**src/rtl/mem_arbiter.sv**
```systemverilog
// mem_arbiter: two-port arbiter between the instruction cache and the data
// cache on one side and a single-ported main memory on the other.
//
// One 128-bit line request (read or write) is accepted at a time, forwarded to
// memory, and completed with a one-cycle done pulse to the requester that was
// served. The data cache wins by default; a starvation counter forces an
// icache grant once the data cache has won STARVE_LIMIT times in a row while
// the icache was waiting.
//
// Optional build macro: MEM_ARBITER_TIMEOUT_EN
//   Adds a WAIT-cycle watchdog and the timeout_err output. When it expires the
//   served port gets done with rdata forced to all ones.
//
// Ports:
//   clk, reset (async, active-low)
//   ic_req/ic_op/ic_addr/ic_wdata  -> icache request (op 1=read, 0=write)
//   ic_done/ic_rdata               <- icache completion pulse and read line
//   dc_*                           same for the data cache
//   mem_enable, mem_op_init, mem_op, mem_address, mem_data_in, mem_op_done
//                                  -> memory command side
//   mem_data_ready, mem_data_out   <- memory completion strobe and read line
//   memory_in_use                  high whenever the arbiter is not idle
//   grant_dc                       current or last owner is the data cache
//   timeout_err                    (macro only) pulses with a timed-out done
module mem_arbiter #(
  parameter int ADDR_WIDTH   = 12,
  parameter int LINE_WIDTH   = 128,
  parameter int STARVE_LIMIT = 4
) (
  input  logic                  clk,
  input  logic                  reset,
  input  logic                  ic_req,
  input  logic                  ic_op,
  input  logic [ADDR_WIDTH-1:0] ic_addr,
  input  logic [LINE_WIDTH-1:0] ic_wdata,
  output logic                  ic_done,
  output logic [LINE_WIDTH-1:0] ic_rdata,
  input  logic                  dc_req,
  input  logic                  dc_op,
  input  logic [ADDR_WIDTH-1:0] dc_addr,
  input  logic [LINE_WIDTH-1:0] dc_wdata,
  output logic                  dc_done,
  output logic [LINE_WIDTH-1:0] dc_rdata,
  output logic                  mem_enable,
  output logic                  mem_op_init,
  output logic                  mem_op,
  output logic [ADDR_WIDTH-1:0] mem_address,
  output logic [LINE_WIDTH-1:0] mem_data_in,
  input  logic                  mem_data_ready,
  input  logic [LINE_WIDTH-1:0] mem_data_out,
  output logic                  mem_op_done,
  output logic                  memory_in_use,
  output logic                  grant_dc
`ifdef MEM_ARBITER_TIMEOUT_EN
  ,
  output logic                  timeout_err
`endif
);

  typedef enum logic [1:0] {
    IDLE  = 2'd0,
    ISSUE = 2'd1,
    WAIT  = 2'd2,
    RESP  = 2'd3
  } state_t;

  localparam logic [3:0] STARVE_MAX = 4'(STARVE_LIMIT);

  state_t                state;
  state_t                state_nxt;
  logic [3:0]            starve_cnt;
  logic                  owner_dc;
  logic                  op_q;
  logic [ADDR_WIDTH-1:0] addr_q;
  logic [LINE_WIDTH-1:0] wdata_q;
  logic [LINE_WIDTH-1:0] ic_rdata_q;
  logic [LINE_WIDTH-1:0] dc_rdata_q;
  logic                  win_dc;
  logic                  grant_now;
  logic                  capture;

  // Saturating increment of the starvation counter.
  function automatic logic [3:0] starve_inc(input logic [3:0] cnt);
    return (cnt >= STARVE_MAX) ? STARVE_MAX : cnt + 4'd1;
  endfunction

  // Data cache wins unless the icache has already been passed over
  // STARVE_MAX times in a row; with only ic_req pending this is 0.
  assign win_dc    = dc_req & ~(ic_req & (starve_cnt == STARVE_MAX));
  assign grant_now = (state == IDLE) & (ic_req | dc_req);
  // Writes never touch the read-data registers.
  assign capture   = (state == WAIT) & mem_data_ready & op_q;

`ifdef MEM_ARBITER_TIMEOUT_EN
  logic [9:0] wait_cnt;
  logic       expired;
  logic       timed_out;

  // The 1023rd WAIT cycle without a response ends the wait.
  assign expired     = (state == WAIT) & ~mem_data_ready & (wait_cnt == 10'd1022);
  assign timeout_err = (state == RESP) & timed_out;

  always_ff @(posedge clk or negedge reset) begin
    if (!reset) begin
      wait_cnt  <= '0;
      timed_out <= 1'b0;
    end else begin
      if (state == ISSUE) begin
        wait_cnt <= '0;
      end else if (state == WAIT) begin
        wait_cnt <= wait_cnt + 10'd1;
      end
      if (grant_now) begin
        timed_out <= 1'b0;
      end else if (expired) begin
        timed_out <= 1'b1;
      end
    end
  end
`endif

  // State register and control state.
  always_ff @(posedge clk or negedge reset) begin
    if (!reset) begin
      state      <= IDLE;
      starve_cnt <= '0;
      owner_dc   <= 1'b0;
      ic_rdata_q <= '0;
      dc_rdata_q <= '0;
    end else begin
      state <= state_nxt;
      if (grant_now) begin
        owner_dc <= win_dc;
        // Only a dcache win over a waiting icache counts towards starvation.
        if (win_dc && ic_req) begin
          starve_cnt <= starve_inc(starve_cnt);
        end else begin
          starve_cnt <= '0;
        end
      end
      if (capture) begin
        if (owner_dc) begin
          dc_rdata_q <= mem_data_out;
        end else begin
          ic_rdata_q <= mem_data_out;
        end
      end
`ifdef MEM_ARBITER_TIMEOUT_EN
      if (expired) begin
        if (owner_dc) begin
          dc_rdata_q <= '1;
        end else begin
          ic_rdata_q <= '1;
        end
      end
`endif
    end
  end

  // Request latch: inputs are sampled only on the grant, so later changes on
  // the cache side cannot disturb the transaction in flight.
  always_ff @(posedge clk) begin
    if (grant_now) begin
      op_q    <= win_dc ? dc_op    : ic_op;
      addr_q  <= win_dc ? dc_addr  : ic_addr;
      wdata_q <= win_dc ? dc_wdata : ic_wdata;
    end
  end

  // Next state and outputs.
  always_comb begin
    state_nxt     = state;
    mem_enable    = 1'b0;
    mem_op_init   = 1'b0;
    mem_op        = 1'b0;
    mem_address   = '0;
    mem_data_in   = '0;
    mem_op_done   = 1'b0;
    ic_done       = 1'b0;
    dc_done       = 1'b0;
    memory_in_use = (state != IDLE);
    case (state)
      IDLE: begin
        if (ic_req || dc_req) begin
          state_nxt = ISSUE;
        end
      end
      ISSUE: begin
        mem_enable  = 1'b1;
        mem_op_init = 1'b1;
        mem_op      = op_q;
        mem_address = addr_q;
        mem_data_in = wdata_q;
        state_nxt   = WAIT;
      end
      WAIT: begin
        mem_enable  = 1'b1;
        mem_op      = op_q;
        mem_address = addr_q;
        mem_data_in = wdata_q;
        if (mem_data_ready) begin
          state_nxt = RESP;
        end
`ifdef MEM_ARBITER_TIMEOUT_EN
        else if (expired) begin
          state_nxt = RESP;
        end
`endif
      end
      RESP: begin
        mem_op_done = 1'b1;
        ic_done     = ~owner_dc;
        dc_done     = owner_dc;
        state_nxt   = IDLE;
      end
      default: begin
        state_nxt = IDLE;
      end
    endcase
  end

  assign ic_rdata = ic_rdata_q;
  assign dc_rdata = dc_rdata_q;
  assign grant_dc = owner_dc;

endmodule

```
**config.mk**
```make
export PLATFORM = sky130hd
export DESIGN_NAME = mem_arbiter
export DESIGN_NICKNAME = d
export VERILOG_FILES = /design/src/rtl/mem_arbiter.sv
export SDC_FILE = /design/constraint.sdc
export NUM_CORES = 1
export LEC_CHECK = 0
export CAP_MARGIN = 20
export CORE_AREA = 5 5 312 314
export DETAILED_ROUTE_END_ITERATION = 8
export DIE_AREA = 0 0 317 319
export PLACE_DENSITY = 0.53
export SYNTH_ARGS = -nofsm -noshare
export SYNTH_HDL_FRONTEND = slang
export SYNTH_SLANG_ARGS = --single-unit
```
**constraint.sdc**
```tcl
create_clock -name clk -period 3.8 [get_ports clk]
set_input_delay 0.38 -clock clk [delete_from_list [all_inputs] [get_ports clk]]
set_output_delay 0.38 -clock clk [all_outputs]
set_load 0.01 [all_outputs]
```
==> results of run 1 <==
placed cells by master, fill, tap and decap left out, types with 2 or more instances in the layout:
master | netlist | routed
nand2_1 | 3 | 3
clkinvlp_4 | 0 | 3
mux2_1 | 120 | 120
ha_1 | 7 | 6
o21ai_0 | 2 | 2
and2_1 | 143 | 143
bufinv_16 | 0 | 4
edfxtp_1 | 141 | 141
clkbuf_1 | 15 | 15
inv_1 | 7 | 6
mux2_2 | 211 | 211
clkbuf_16 | 0 | 50
dfrtp_1 | 263 | 263
clkinv_2 | 0 | 4
clkbuf_8 | 0 | 9
clkdlybuf4s50_1 | 0 | 817
mux2_4 | 68 | 68
clkinv_1 | 0 | 5
buf_12 | 0 | 10
buf_4 | 1 | 9
diode_2 | 0 | 4
nand4b_1 | 2 | 2
state kept, by name (all words and copies together), names as in the netlist:
name,cells
wdata_q,128
state,2
ic_rdata,128
grant_dc,1
addr_q,12
starve_cnt,4
op_q,1
dc_rdata,128
cells in the mapped netlist (all sizes together):
cell type / instances
mux2: 399
ha: 7
nor2b: 1
clkbuf: 15
edfxtp: 141
o311ai: 1
nor3b: 1
nand2: 4
a21oi: 1
dfrtp: 263
o32a: 1
o21ai: 3
buf: 43
nor4: 1
and2: 143
inv: 7
a22o: 1
nand4b: 2
nand4: 1
area by class of cell:
class | count | area (sq um) | area share
diodes | 4 | 10.0 | 0.000353
clock buffers | 74 | 1430 | 0.0504
clock inverters | 16 | 190 | 0.00670
inverters | 7 | 30.0 | 0.00106
multi-input cells | 566 | 5870 | 0.207
flip-flops and latches | 404 | 10800 | 0.381
well taps | 1265 | 1580 | 0.0557
repair buffers | 838 | 8470 | 0.298
path summary, 6_finish.rpt:
check	start	end	slack [ps]	depth (start not counted)
max	state[1]	mem_data_in[75]	540	4
min	reset	ic_rdata[112]	380	2
max reg2reg	state[0]	wdata_q[42]	1530	6
min reg2reg	dc_rdata[115]	dc_rdata[115]	490	1
max in group asynchronous	reset	ic_rdata[51]	2390	3
min in group clk	mem_data_out[17]	dc_rdata[17]	420	2
cells by family after synthesis:
kind of cell / after synthesis / share of synthesized area
flops: 404 / 0.632
compound gates: 7 / 0.00278
mux: 399 / 0.278
simple gates: 153 / 0.0559
fa+ha+maj: 7 / 0.00512
buf+inv: 65 / 0.0262
report_power, final:
group          leakage (nW)  switching, mW  internal (mW)
logic                  5.83           4.32           5.93
registers              4.53          0.889           6.41
clock network         0.786           1.85           2.86
total                  11.2           7.06           15.2
layer usage:
metal / vias up / routed length (um)
li1: 5365 / -
met1: 5782 / 22400
met2: 525 / 32800
met3: 85 / 6130
met4: 8 / 1670
met5: - / 46
metrics by stage:
step | hold slack (ps) | cell area, sq um | total power, mW
2_1_floorplan | 84.4 | 17100 | 11.1
3_3_place_gp | 458 | 26800 | 17.7
3_5_place_dp | 458 | 26800 | 17.8
4_1_cts | 354 | 28400 | 22.7
5_1_grt | 378 | 28400 | 23.5
6_report | 375 | 28400 | 22.3
==> reports/qor.yml, run 1 <==
met3_usage: 0.0440
ys_seq_area_frac: 0.632
cts-root-buf: "clkbuf_16"
fin_cells: 3174
grt-ovfl-total: 0
hold_violations: 0
busiest_layer: "met2"
start_kind: "flip-flop"
slowest_stage: "ha_4"
path_clk_slew_ps: 60
yosysTopAreaCell: "dfrtp_1"
ant_nets: 0
rsz0062_at_grt: "false"
vias: 11800
power_density_mw_per_mm2: 784
ir_drop_uv: 482
initial_core_util: 0.181
clock-sinks: 404
coreArea_sq_mm: 0.0943
cp.buffers_inverters: 2
synthesis.nets: 1457
grt_usage: 0.118
skew_ps: 11.7
cap_violations: 0
period_minus_slack_ps: 3260
setup_violations: 0
insertion_delay_ps: 580
row_count: 113
finish.utilization: 0.301
synth.distinct_cells: 26
use_met1: 0.124
ctsResizeCount: 0
hold_class: "in2async"
end_kind: "output pin"
ioPinCount: 819
critPathKind: "reg2out"
pre_cts_ws_ps: 1060
status: "finished clean"
place_congestion: 0.842
syn_inst: 1035
fillCellCount: 9491
grt_pass1_wl_um: 89700
tns_ps: 0
dp_hpwl_um: 49600
slowest_delay_ps: 810
worstPathArrival_ps: 2880
num-nets-final: 2288
cp_max_fo: 96
port_buffers: 818
ctsHoldBuffers: 1
dieHeight_um: 319
finalWirelength_um: 63100
die_area_sq_mm: 0.101
grt_max_degree: 97
drive_gt1_frac: 0.195
grt_use_met2: 0.220
final.setup.worst_slack_ps: 540
clock_path_buffers: 3
grt_pass1_vias: 13300
antenna_found_initial: 10
synth.top_cell.area_share: 0.385
via_per_inst: 3.71
post-place-cells: 3079
htreeDepth: 2
cp_top_family: "adder cells"
tightest_slew_ps: 872
postCtsSetupBuffers: 0
drc_errors: 0
dr.first_iter.drc_count: 396
post_drt_wl_per_cell_um: 19.9
synth-seq-cells: 404
ys_warn_count: 0
syn_area_sq_mm: 0.0171
period_share: 0.858
path_cells: "inv_1 -> ha_4 -> and2_1 -> clkdlybuf4s50_1"
dr.pass1.iters: 4
fp.dieW_um: 317
leakage_nw: 11.2
cts_tree: "done"
fmax_mhz: 307
cts_buffers: 49
area_delta_synth_final_pct: 66.0
worst-endpoint-required_ps: 3420
avgSynthCellArea_sq_um: 16.5
synth_area_leaders: "dfrtp_1 (38%), edfxtp_1 (25%), mux2_2 (14%), mux2_1 (7.9%), mux2_4 (6.0%)"
timing.final.max_slew_violations: 0
slew_headroom: 0.418
Power figures use the tool's default switching activity.
==> run 2, diff against run 1 <==
- PLACE_DENSITY: 0.53 -> 0.54
==> run 2 against run 1 <==
Against the previous run:
- worst setup slack got worse by 33 ps
- die area unchanged
- clock power is 1% higher
- fmax is 1.0% lower
- largest cell class unchanged
- highest routed layer unchanged
==> reports/qor.yml, run 2 (synthesized netlist as in run 1, its figures left out) <==
insertion_delay_ps: 600  # +20 ps
fp.dieW_um: 317  # unchanged
ioPinCount: 819  # unchanged
grt_pass1_wl_um: 90900  # +1.4%
area_delta_synth_final_pct: 65.9  # about the same
worstPathArrival_ps: 2910  # +30 ps
row_count: 113  # unchanged
fillCellCount: 9492  # +0.011%
slowest_stage: "ha_4"
place_congestion: 0.846  # +0.43%
cts_buffers: 50  # +2.0%
antenna_found_initial: 10  # unchanged
r2r-end: "wdata_q[104]"
r2r_cells: 6  # unchanged
path_cells: "inv_1 -> ha_4 -> buf_12 -> and2_1 -> clkdlybuf4s50_1"
slew_headroom: 0.371  # -0.0476
tightest_slew_ps: 944  # +71.4 ps
grt_max_degree: 142  # +46%
via_per_inst: 3.75  # +1.2%
coreArea_sq_mm: 0.0943  # unchanged
cp_max_fo: 67  # -30%
dieHeight_um: 319  # unchanged
postCtsSetupBuffers: 0  # unchanged
grt-ovfl-total: 0  # unchanged
critPathKind: "reg2out"
layout_common_cells: "clkdlybuf4s50_1 (817), dfrtp_1 (263), mux2_2 (211), and2_1 (143), edfxtp_1 (141)"
cts-root-buf: "clkbuf_16"
tns_ps: 0  # unchanged
path_clk_slew_ps: 60  # about the same
setup_violations: 0  # unchanged
clock-sinks: 404  # unchanged
layout.cells.most_common: "clkdlybuf4s50_1"
timing.final.max_slew_violations: 0  # unchanged
r2r-start: "starve_cnt[0]"
cts_tree: "done"
post_drt_wl_per_cell_um: 20.3  # +2.0%
die_area_sq_mm: 0.101  # unchanged
p_total_mw: 22.4  # +0.70%
initial_core_util: 0.181  # unchanged
period_minus_slack_ps: 3290  # +33.0 ps
dp_hpwl_um: 50000  # +0.80%
fmax_mhz: 304  # -1.0%
drive_gt1_frac: 0.197  # +0.00157
r2r_slack_ps: 1480  # -50 ps
finalWirelength_um: 64400  # +2.0%
start_kind: "flip-flop"
skew_ps: 19.0  # +7.26 ps
grt_pass1_vias: 13400  # +0.87%
hold_violations: 0  # unchanged
crit_path_end: "mem_data_in[57]"
port_buffers: 818  # unchanged
slowest_delay_ps: 670  # -140 ps
end_kind: "output pin"
drc_errors: 0  # unchanged
leakage_nw: 11.1  # -0.10%
power_density_mw_per_mm2: 790  # +0.75%
htreeDepth: 2  # unchanged
vias: 11900  # +1.2%
num-nets-final: 2286  # -0.087%
cp-startpoint: "state[1]"
ir_drop_uv: 322  # -33%
grt_usage: 0.121  # +0.00276
cap_violations: 0  # unchanged
rsz0062_at_grt: "false"
clock_path_buffers: 3  # unchanged
dr.pass1.iters: 7  # +3
worst_hold_slack_ps: 341  # -33.7 ps
dr.first_iter.drc_count: 530  # +34%
stdcell_area_sq_mm: 0.0284  # about the same
worst-endpoint-required_ps: 3420  # about the same
ant_nets: 0  # unchanged
place_area_sq_mm: 0.0267  # -0.13%
period_share: 0.867  # +0.00868
status: "finished clean"
hold_class: "in2async"
-- run 2: cell types whose count changed in the layout (fill, tap and decap cells not counted) --
cell and change:
clkbuf_8 -5, clkinv_8 +1, clkinvlp_4 +1, clkbuf_1 -3
buf_12 -1, clkbuf_16 +1, buf_4 -2, clkinv_2 +5
clkinv_4 +3
-- run 2: repair_timing --
item | CTS | global route
hold buffers | 1 | 0
resized for setup | 0 | 0
endpoints found under the hold margin | 83 | 0
-- run 2: critical path, delay by kind of cell (launching register included) --
| kind | cells | cell delay, ps |
|---|---|---|
| flip-flops | 1 | 400 |
| AND/OR/NAND/NOR | 1 | 220 |
| buffers and inverters | 3 | 1000 |
| adder cells (fa/ha/maj) | 1 | 670 |
-- run 2: area by class of cell --
class                      instances  area [sq um]  area share
antenna                            4          10.0    0.000353
clock buffer                      67          1380      0.0485
clock inverter                    26           265     0.00935
inverter                           7          30.0     0.00106
multi-input combinational        566          5870       0.207
sequential                       404         10800       0.381
tap                             1265          1580      0.0558
timing repair buffer             835          8440       0.297
-- run 2: power by group --
part | internal, mW | switching (mW)
registers | 6.41 | 0.835
logic | 5.92 | 4.47
clock network | 2.82 | 1.95
total | 15.2 | 7.26
-- run 2: how the worst min path moves through the flow --
stage	from	to	cells after the start
global route	mem_data_out[109]	dc_rdata[109]	2
detailed placement	reset	ic_rdata[110]	1
global placement	reset	ic_rdata[110]	1
floorplan	reset	dc_rdata[0]	0
CTS	mem_data_out[104]	dc_rdata[104]	2
finish	reset	ic_rdata[110]	2
-- run 2: stage by stage --
stage,util,cells,worst slack (ps)
after CTS,0.301,3170,352
after detailed placement,0.283,3076,1060
after global placement,0.283,3076,1070
after floorplan,-,1035,252
after global routing,0.301,3172,291
final,0.301,3174,507
-- run 2: layer usage --
layer	GRT usage	up-vias	routed length, um
li1	-	5377	-
met1	0.123	5851	22200
met2	0.217	558	32700
met3	0.0523	115	6960
met4	0.0447	8	2480
met5	0	-	47
==> run 3, diff against run 2 <==
- DONT_BUFFER_PORTS: default -> 1
- PLACE_DENSITY: 0.54 -> 0.42
==> run 3 against run 2 <==
Against the previous run:
- the run now ends with negative hold slack left
- critical endpoint is now wdata_q[101]
- final area shrank 15%
- critical path type is now reg2reg
- worst setup slack improved by 320 ps
- sequential share of layout area is 6.5 points higher
- largest power group is now registers
- clock power fell by 2%
- utilization is 4.4 points lower
==> reports/qor.yml, run 3 (synthesized netlist as in run 1, its figures left out) <==
status: "finished, violations left"
violations: "negative hold slack"
skew_ps: 16.7  # -2.27 ps
coreArea_sq_mm: 0.0943  # unchanged
path_clk_slew_ps: 60  # about the same
htreeDepth: 2  # unchanged
fin_cells: 2754  # -13%
pre_cts_ws_ps: 1130  # +78.2 ps
end_kind: "flip-flop"
slew_headroom: 0.470  # +0.0988
path_cells: "inv_1 -> ha_1 -> nand4b_1 -> nand2_8 -> buf_12 -> mux2_4 -> dlygate4sd3_1"
dp_hpwl_um: 41400  # -17%
post-place-cells: 2253  # -27%
power_density_mw_per_mm2: 735  # -7.0%
p_total_mw: 17.8  # -21%
place_congestion: 0.746  # -12%
finalWirelength_um: 57400  # -11%
vias: 10300  # -13%
grt_max_degree: 264  # +86%
postCtsSetupBuffers: 0  # unchanged
critPathKind: "reg2reg"
hold_class: "in2async"
tns_ps: 0  # unchanged
cp.buffers_inverters: 3  # unchanged
cp_top_family: "buffers and inverters"
via_per_inst: 3.76  # +0.13%
port_buffers: 0  # -100%
rsz0062_at_grt: "false"
grt_pass1_vias: 11800  # -12%
worst_hold_slack_ps: -514  # -855 ps
leakage_nw: 9.70  # -13%
cts-root-buf: "clkbuf_16"
drc_errors: 0  # unchanged
slowest_stage: "dlygate4sd3_1"
clock_path_buffers: 3  # unchanged
row_count: 113  # unchanged
ant_nets: 0  # unchanged
final.setup.worst_slack_ps: 825  # +318 ps
initial_core_util: 0.181  # unchanged
insertion_delay_ps: 600  # about the same
hold_violations: 263  # +263
cts_buffers: 48  # -4.0%
dieHeight_um: 319  # unchanged
worst-endpoint-required_ps: 4130  # +710 ps
ioPinCount: 819  # unchanged
setup_violations: 0  # unchanged
post_drt_wl_per_cell_um: 20.9  # +2.8%
timing.final.max_slew_violations: 0  # unchanged
cp_max_fo: 85  # +27%
dr.first_iter.drc_count: 469  # -12%
cts_tree: "done"
worstPathArrival_ps: 3300  # +390 ps
num-nets-final: 1871  # -18%
finish.utilization: 0.257  # -0.0440
fmax_mhz: 336  # +11%
layout_common_cells: "dlygate4sd3_1 (411), dfrtp_1 (263), mux2_2 (211), and2_1 (143), edfxtp_1 (141)"
start_kind: "flip-flop"
antenna_found_initial: 6  # -4
cap_violations: 0  # unchanged
area_delta_synth_final_pct: 41.7
drive_gt1_frac: 0.248  # +0.0513
tightest_slew_ps: 794  # -150 ps
grt_pass1_wl_um: 80200  # -12%
period_minus_slack_ps: 2970  # -318 ps
die_area_sq_mm: 0.101  # unchanged
ctsHoldBuffers: 411  # +410
slowest_delay_ps: 560  # -110 ps
dr.pass1.iters: 4  # -3
layout.cells.most_common: "dlygate4sd3_1"
ctsResizeCount: 0  # unchanged
ir_drop_uv: 406  # +26%
grt-ovfl-total: 0  # unchanged
grt_usage: 0.107  # -0.0141
fp.dieW_um: 317  # unchanged
clock-sinks: 404  # unchanged
period_share: 0.783  # -0.0838
## run 3: cell count changes in the layout (fill, tap and decap cells not counted), moves of 3 or more
cell | previous run | this run
clkdlybuf4s50_1 | 817 | 0
dlygate4sd3_1 | 1 | 411
buf_4 | 7 | 1
clkbuf_8 | 4 | 10
clkinv_1 | 5 | 2
inv_6 | 0 | 3
## run 3: power by group
part           switching [mW]  internal (mW)
Combinational            2.62           2.13
Clock                    1.85           2.83
Sequential               1.95           6.41
Total                    6.42           11.4
## run 3: stage by stage
stage | area (sq um) | hold WS [ps]
final | 24200 | -514
after global routing | 24200 | -572
after CTS | 24200 | -588
after detailed placement | 18500 | 91.8
after global placement | 18500 | 91.6
after floorplan | 17100 | 84.4
## run 3: worst paths after layout
check / startpoint / endpoint / slack (ps) / depth (start not counted)
setup / recovery: starve_cnt[0] / wdata_q[101] / 830 / 7
hold reg to reg: starve_cnt[3] / starve_cnt[3] / 540 / 1
max in group asynchronous: reset / dc_rdata[125] / 3860 / 0
min in group clk: ic_req / starve_cnt[1] / 110 / 3
hold / removal: reset / dc_rdata[38] / -510 / 0
setup reg to reg: starve_cnt[0] / wdata_q[101] / 830 / 7
## run 3: final cells by class
type	count	area (sq um)
Fill cell	9767	70100
Sequential cell	404	10800
Multi-Input combinational cell	566	5870
Timing Repair Buffer	422	4320
Tap cell	1265	1580
Clock buffer	69	1400
Clock inverter	19	210
Inverter	7	30.0
Antenna cell	2	5.00
## run 3: worst reg2reg max path, cell delays in order, from the launching register on
cell and delay [ps]:
dfrtp_1 380, inv_1 80, ha_1 150, nand4b_1 220
nand2_8 530, buf_12 380, mux2_4 420, dlygate4sd3_1 560
## run 3: per-layer routing
layer  vias up  share of wire  track usage  routed length, um
li1       4528              -            -                  -
met1      5178           0.32        0.102              18500
met2       541           0.52        0.198              30100
met3       100           0.11       0.0458               6600
met4         0          0.039       0.0442               2240
met5         -              0            0                  0
